### config.mk
export PLATFORM = sky130hd
export DESIGN_NAME = dmem_arbiter
export DESIGN_NICKNAME = d
export VERILOG_FILES = /design/src/rtl/dmem_arbiter_pkg.sv /design/src/rtl/dmem_arbiter.sv
export SDC_FILE = /design/constraint.sdc
export NUM_CORES = 1
export LEC_CHECK = 0
export ABC_CLOCK_PERIOD_IN_PS = 8400
export BUFFER_PORTS_ARGS = -buffer_cell sky130_fd_sc_hd__buf_2
export CORE_AREA = 10 10 108 110
export DETAILED_ROUTE_END_ITERATION = 10
export DIE_AREA = 0 0 118 120
export PLACE_DENSITY = 0.76
export RECOVER_POWER = 100
export SETUP_SLACK_MARGIN = 0.2
export SYNTH_ARGS = -nofsm -noshare
export SYNTH_HDL_FRONTEND = slang
export SYNTH_SLANG_ARGS = --single-unit
### constraint.sdc
create_clock -name clk -period 8.4 [get_ports clk]
set_input_delay 1.26 -clock clk [delete_from_list [all_inputs] [get_ports clk]]
set_output_delay 1.26 -clock clk [all_outputs]
set_load 0.05 [all_outputs]
### src/rtl/dmem_arbiter_pkg.sv
// Shared definitions for data-memory masters: port indices, grant encoding
// and the canonical memory request record.
package dmem_arbiter_pkg;

    localparam logic PORT_CPU = 1'b0;
    localparam logic PORT_AUX = 1'b1;

    localparam int MEM_ADDR_W = 32;
    localparam int MEM_DATA_W = 32;

    typedef struct packed {
        logic                  we;
        logic [MEM_ADDR_W-1:0] addr;
        logic [MEM_DATA_W-1:0] wdata;
    } mem_req_t;

    typedef enum logic [1:0] {
        GNT_NONE = 2'd0,
        GNT_CPU  = 2'd1,
        GNT_AUX  = 2'd2
    } gnt_e;

endpackage

### src/rtl/dmem_arbiter.sv
// Round-robin arbiter sharing the single-port data memory between the CPU
// port and an auxiliary master that may hold the grant for bounded bursts.
module dmem_arbiter
    import dmem_arbiter_pkg::*;
#(
    parameter int ADDR_W   = 32,
    parameter int DATA_W   = 32,
    parameter int MAX_LOCK = 4
) (
    input  logic              clk,
    input  logic              reset,
    input  logic              req0,
    input  logic              we0,
    input  logic [ADDR_W-1:0] addr0,
    input  logic [DATA_W-1:0] wdata0,
    output logic              ready0,
    output logic              rvalid0,
    output logic [DATA_W-1:0] rdata0,
    input  logic              req1,
    input  logic              we1,
    input  logic [ADDR_W-1:0] addr1,
    input  logic [DATA_W-1:0] wdata1,
    input  logic              lock1,
    output logic              ready1,
    output logic              rvalid1,
    output logic [DATA_W-1:0] rdata1,
    output logic              mem_we,
    output logic [ADDR_W-1:0] mem_addr,
    output logic [DATA_W-1:0] mem_wdata,
    input  logic [DATA_W-1:0] mem_rdata
);

    localparam logic [7:0] MAX_LOCK_C = 8'(MAX_LOCK);

    typedef struct packed {
        logic              we;
        logic [ADDR_W-1:0] addr;
        logic [DATA_W-1:0] wdata;
    } port_req_t;

    gnt_e              gnt_s;
    port_req_t         sel_s;
    logic              last_gnt_q, last_gnt_d;
    logic              lock_hold_q, lock_hold_d;
    logic [7:0]        lock_cnt_q, lock_cnt_d;
    logic              rvalid0_q, rvalid0_d;
    logic              rvalid1_q, rvalid1_d;
    logic [DATA_W-1:0] rdata0_q, rdata0_d;
    logic [DATA_W-1:0] rdata1_q, rdata1_d;

    // Grant decision: lock first (while under budget), then round-robin.
    always_comb begin
        gnt_s = GNT_NONE;
        if (reset) begin
            gnt_s = GNT_NONE;
        end else if (req0 && req1) begin
            if (lock_hold_q && (lock_cnt_q < MAX_LOCK_C)) begin
                gnt_s = GNT_AUX;
            end else if (last_gnt_q == PORT_CPU) begin
                gnt_s = GNT_AUX;
            end else begin
                gnt_s = GNT_CPU;
            end
        end else if (req0) begin
            gnt_s = GNT_CPU;
        end else if (req1) begin
            gnt_s = GNT_AUX;
        end else begin
            gnt_s = GNT_NONE;
        end
    end

    // Route the winner's operands to the memory and raise its ready.
    always_comb begin
        sel_s  = '{we: 1'b0, addr: {ADDR_W{1'b0}}, wdata: {DATA_W{1'b0}}};
        ready0 = 1'b0;
        ready1 = 1'b0;
        case (gnt_s)
            GNT_CPU: begin
                sel_s  = '{we: we0, addr: addr0, wdata: wdata0};
                ready0 = 1'b1;
            end
            GNT_AUX: begin
                sel_s  = '{we: we1, addr: addr1, wdata: wdata1};
                ready1 = 1'b1;
            end
            default: begin
                sel_s  = '{we: 1'b0, addr: {ADDR_W{1'b0}}, wdata: {DATA_W{1'b0}}};
                ready0 = 1'b0;
                ready1 = 1'b0;
            end
        endcase
    end

    assign mem_we    = sel_s.we;
    assign mem_addr  = sel_s.addr;
    assign mem_wdata = sel_s.wdata;

    // Next arbitration state and read-return capture.
    always_comb begin
        last_gnt_d  = last_gnt_q;
        lock_hold_d = 1'b0;
        lock_cnt_d  = 8'd0;
        rvalid0_d   = 1'b0;
        rvalid1_d   = 1'b0;
        rdata0_d    = rdata0_q;
        rdata1_d    = rdata1_q;
        case (gnt_s)
            GNT_CPU: begin
                last_gnt_d = PORT_CPU;
                rvalid0_d  = ~we0;
                if (!we0) begin
                    rdata0_d = mem_rdata;
                end else begin
                    rdata0_d = rdata0_q;
                end
            end
            GNT_AUX: begin
                last_gnt_d  = PORT_AUX;
                lock_hold_d = lock1;
                rvalid1_d   = ~we1;
                if (!we1) begin
                    rdata1_d = mem_rdata;
                end else begin
                    rdata1_d = rdata1_q;
                end
                // Only grants forced past a waiting CPU consume lock budget.
                if (!lock1) begin
                    lock_cnt_d = 8'd0;
                end else if (lock_hold_q && req0 && (lock_cnt_q < MAX_LOCK_C)) begin
                    lock_cnt_d = lock_cnt_q + 8'd1;
                end else begin
                    lock_cnt_d = lock_cnt_q;
                end
            end
            default: begin
                last_gnt_d  = last_gnt_q;
                lock_hold_d = 1'b0;
                lock_cnt_d  = 8'd0;
            end
        endcase
    end

    // State register with synchronous reset; port 1 marked last so CPU wins first tie.
    always_ff @(posedge clk) begin
        if (reset) begin
            last_gnt_q  <= PORT_AUX;
            lock_hold_q <= 1'b0;
            lock_cnt_q  <= 8'd0;
            rvalid0_q   <= 1'b0;
            rvalid1_q   <= 1'b0;
            rdata0_q    <= {DATA_W{1'b0}};
            rdata1_q    <= {DATA_W{1'b0}};
        end else begin
            last_gnt_q  <= last_gnt_d;
            lock_hold_q <= lock_hold_d;
            lock_cnt_q  <= lock_cnt_d;
            rvalid0_q   <= rvalid0_d;
            rvalid1_q   <= rvalid1_d;
            rdata0_q    <= rdata0_d;
            rdata1_q    <= rdata1_d;
        end
    end

    assign rvalid0 = rvalid0_q;
    assign rvalid1 = rvalid1_q;
    assign rdata0  = rdata0_q;
    assign rdata1  = rdata1_q;

endmodule

# Yosys cells after proc, flatten, opt, wreduce, memory -nomap -nowiden
# Index checks and enable logic that the tools add are counted.
[word_totals]
regBits = 76
latchBits = 0
ram_bits = 0
romBits = 0
in_bits = 167
output_inout_bits = 133
elab_cells = 36
n_memories = 0
[op_classes]
n_addsub = 1
n_mul = 0
n_div = 0
magnitude_cmp = 1
eq_ne = 2
shift = 0
muxes = 10
bitwise = 5
n_reduce_logical = 10
[op_table]
columns = ["op", "count"]
rows = [
  ["case mux 65 bit (2 select lines)", 1],
  ["2-to-1 mux 2 bit", 6],
  ["adder 8 x 1 -> 8 bit (second input constant)", 1],
  ["< comparator 8 x 3 -> 1 bit (second input constant)", 1],
  ["NOT 1 bit", 5],
  ["logical AND 1 bit", 4],
  ["AND reduction 2 bit", 2],
  ["OR reduction 2 bit", 2],
  ["OR reduction 3 bit", 1],
  ["equality test 2 x 1 -> 1 bit (second input constant)", 1],
  ["equality test 2 bit (second input constant)", 1],
  ["2-to-1 mux 1 bit", 2],
  ["case mux 1 bit (2 select lines)", 1],
  ["nonzero test 2 bit", 1],
]

# Logic depth before layout (Yosys ltp)
[logic_depth]
word_depth = 8
ltp_mapped = 10

# Least setup slack after synthesis
# No wires, ideal clock.
[synth_path]
path_kind = "input port to output port"
startpoint = "input reset"
endpoint = "output mem_addr[14]"
t_arrival_ns = 3.662
required_ns = 7.140
path_slack_ns = 3.478
cell_stages = 8
n_path_buf = 4
cell_sequence = "clkbuf_1 > clkbuf_1 > a311o_1 > ha_1 > nor2b_1 > clkbuf_1 > buf_1 > a22o_1"
[synth_via]
elab_chain_len = 3
[synth_lines]
columns = ["element", "line_no", "source"]
rows = [
  ["from (decl)", "dmem_arbiter.sv:11", "input logic reset,"],
  ["2-to-1 mux 2 bit *", "dmem_arbiter.sv:54", "if (reset) begin"],
  ["equality test 2 bit / equality test 2 x 1 -> 1 bit (equally long branches)", "dmem_arbiter.sv:78", "case (gnt_s)"],
  ["case mux 65 bit (2 select lines) *", "dmem_arbiter.sv:78", ""],
  ["to (decl)", "dmem_arbiter.sv:28", "output logic [ADDR_W-1:0] mem_addr,"],
]
# Mark *: on every way between the ends. The rest lies on a longest branch, timed or not.

# Worst setup path in the final report
[layout_path]
startpoint = "input reset"
endpoint = "output mem_addr[4]"
# Same word-level chain as after synthesis.

==> results.json <==
{
  "status": "complete, but fails checks",
  "violations": "max-capacitance violations, max-slew violations",
  "synth_area_per_cell_um2": 8.08,
  "vias_per_cell": 5.04,
  "synth_cell_types": 29,
  "cp_slowest_cell": "clkbuf_1",
  "cts_tree": "yes",
  "place.port_buffers": 299,
  "dp_cells": 813,
  "postLayoutCellArea_um2": 5040,
  "rsz0062_at_grt": "false",
  "max-vdd-ir-drop_mv": 0.138,
  "finalNonFillerCells": 828,
  "pre_cts_ws_ps": 2670,
  "synth-edff-count": 0,
  "grt_overflow": 0,
  "wl_um": 15300,
  "period_share": 0.806,
  "clockBufferDepth": 2,
  "drtIter0Drc": 307,
  "cpPeakStageDelay_ps": 1840,
  "avgRoutedWirePerCell_um": 18.4,
  "syn2layout_area_growth_pct": 51.1,
  "num_rows": 36,
  "fmax_mhz": 148,
  "multi_input_comb_area_um2": 1680,
  "maxCapViolCount": 3,
  "grt_pass1_vias": 4019,
  "syn-num-nets": 584,
  "ys_seq_elements": 76,
  "period_minus_slack_ps": 6770,
  "start_kind": "input port",
  "slew_headroom": -0.747,
  "synthCells": 413,
  "numClockSinks": 76,
  "die_h_um": 120,
  "dieArea_um2": 14200,
  "finalMaxSlewViolations": 134,
  "crit_arrival_ps": 5510,
  "cts-htree-levels": 3,
  "path_class": "input port to output pin",
  "die_w_um": 118,
  "cts_setup_buffers": 0,
  "tightest_slew_ps": 2620,
  "cp.required_ps": 7140,
  "grt_pass1_wl_um": 22700,
  "ctsResizeCount": 0,
  "grt_usage": 0.196,
  "cp_common_cell": "buf_2",
  "drc": 0,
  "setup_viol": 0,
  "cts_root_buf": "clkbuf_8",
  "core_area_um2": 9550,
  "register_area_um2": 1520,
  "start_util": 0.349,
  "synth-warning-count": 0,
  "antenna_found_initial": 1,
  "power_density_nw_per_um2": 185,
  "critPathMaxFanout": 73,
  "final_layout_size_suffix_gt1_frac": 0.365,
  "cp_cell_sequence": "buf_2, buf_4, nor2b_1, and2_0, a31oi_1, ha_1, nor2b_4, clkbuf_1, a22o_1, buf_2",
  "antenna_left": 0,
  "cts_buffers": 9,
  "num_vias": 4174,
  "firstDrtPassIters": 4,
  "synthFlopType": "dfxtp_1",
  "finClkSkew_ps": 9.92,
  "finalHoldViolations": 0,
  "placed_cell_area_um2": 4920,
  "grt_max_degree": 74,
  "antenna_cells": 0,
  "yosysSeqAreaShare": 0.456,
  "fin_ws_ps": 1630,
  "async_flop_share": 0,
  "setup_tns_ps": 0,
  "clk_latency_ps": 340,
  "p_leak_nw": 2.32,
  "postCtsHoldBufs": 0,
  "fillCellCount": 949,
  "synth_area_um2": 3340,
  "cts.clk_slew.worst_paths_ps": 80,
  "dp_hpwl_um": 12300,
  "nets": 862,
  "hold_class": "flip-flop to flip-flop",
  "cp-end-kind": "output pin",
  "finalPower_w": 0.000934,
  "ios": 300,
  "place_congestion": 1.02
}
==> layer usage <==
metal  up-vias  track usage  part of all wire
met3        18       0.0670             0.087
met4         2       0.0618             0.019
li1       1990            -                 -
met5         -            0           0.00046
met1      1935        0.219              0.38
met2       229        0.343              0.51
==> kinds of logic after synthesis <==
family | after synthesis | share of synthesized area
AO/OA/AOI/OAI | 139 | 0.288
buffers and inverters | 39 | 0.0454
adder cells (fa/ha/maj) | 4 | 0.0150
flip-flops | 76 | 0.456
AND/OR/NAND/NOR | 155 | 0.196
==> synthesized netlist by cell type, types with 2 or more instances <==
cell type	number	area (um^2)
a21oi_1	66	330
nand2b_1	2	12.5
nor2b_1	5	31.3
buf_2	4	20.0
or4b_1	2	20.0
buf_1	5	18.8
a22o_1	64	561
ha_1	4	50.1
clkbuf_1	29	109
and2_1	5	31.3
o21ai_0	2	10.0
nor2_1	4	15.0
nand2_1	129	484
and3b_1	2	17.5
dfxtp_1	76	1520
==> layout by cell type, fill, tap and decap left out, types with 2 or more instances in the layout <==
cell type,Yosys,final
a21oi_1,66,66
a22o_1,64,64
and2_0,0,3
and2_1,5,2
and3b_1,2,2
buf_2,4,230
buf_4,0,3
bufinv_16,0,2
clkbuf_1,29,72
clkbuf_8,0,10
dfxtp_1,76,76
ha_1,4,4
nand2_1,129,129
nand2b_1,2,2
nor2_1,4,4
nor2b_2,0,2
nor2b_4,0,2
o21ai_0,2,2
or4b_1,2,2
==> report_power, final <==
group	leakage (nW)	total [W]	switching, W	internal, W
combinational	1.59	0.000249	0.000178	0.0000714
sequential	0.616	0.000378	0.00000650	0.000371
clock	0.109	0.000307	0.000132	0.000175
==> layout make-up <==
type	count	area share
clock buffer	10	0.0273
clock inverter	5	0.0169
inverter	1	0.000745
multi-input combinational	298	0.334
sequential	76	0.302
tap	133	0.0330
timing repair buffer	305	0.286
==> sequential cells by signal, summed over array words and instances (netlist names) <==
register and flops:
rvalid1 1, rvalid0 1, rdata0 32, rdata1 32, lock_hold_q 1, lock_cnt_q 8, last_gnt_q 1
==> worst max-delay path, delay by kind of cell <==
family                   cells  cell delay [ps]
AO/OA/AOI/OAI                2              510
AND/OR/NAND/NOR              3              520
adder cells (fa/ha/maj)      1              350
buffers and inverters        4             2820
==> metrics by stage <==
step / util / hold WS, ps
floorplan: - / 446
global placement: 0.515 / 439
detailed placement: 0.515 / 444
CTS: 0.538 / 455
global route: 0.528 / 472
finish: 0.528 / 455
==> worst paths after layout <==
path                      start          end  slack [ps]  cells past startpoint
hold reg to reg      rdata1[26]   rdata1[26]         460                      2
hold / removal       rdata1[26]   rdata1[26]         460                      2
setup reg to reg  lock_cnt_q[4]   last_gnt_q        4350                      7
setup / recovery          reset  mem_addr[4]        1630                     10
(Power assumes the default switching activity.)
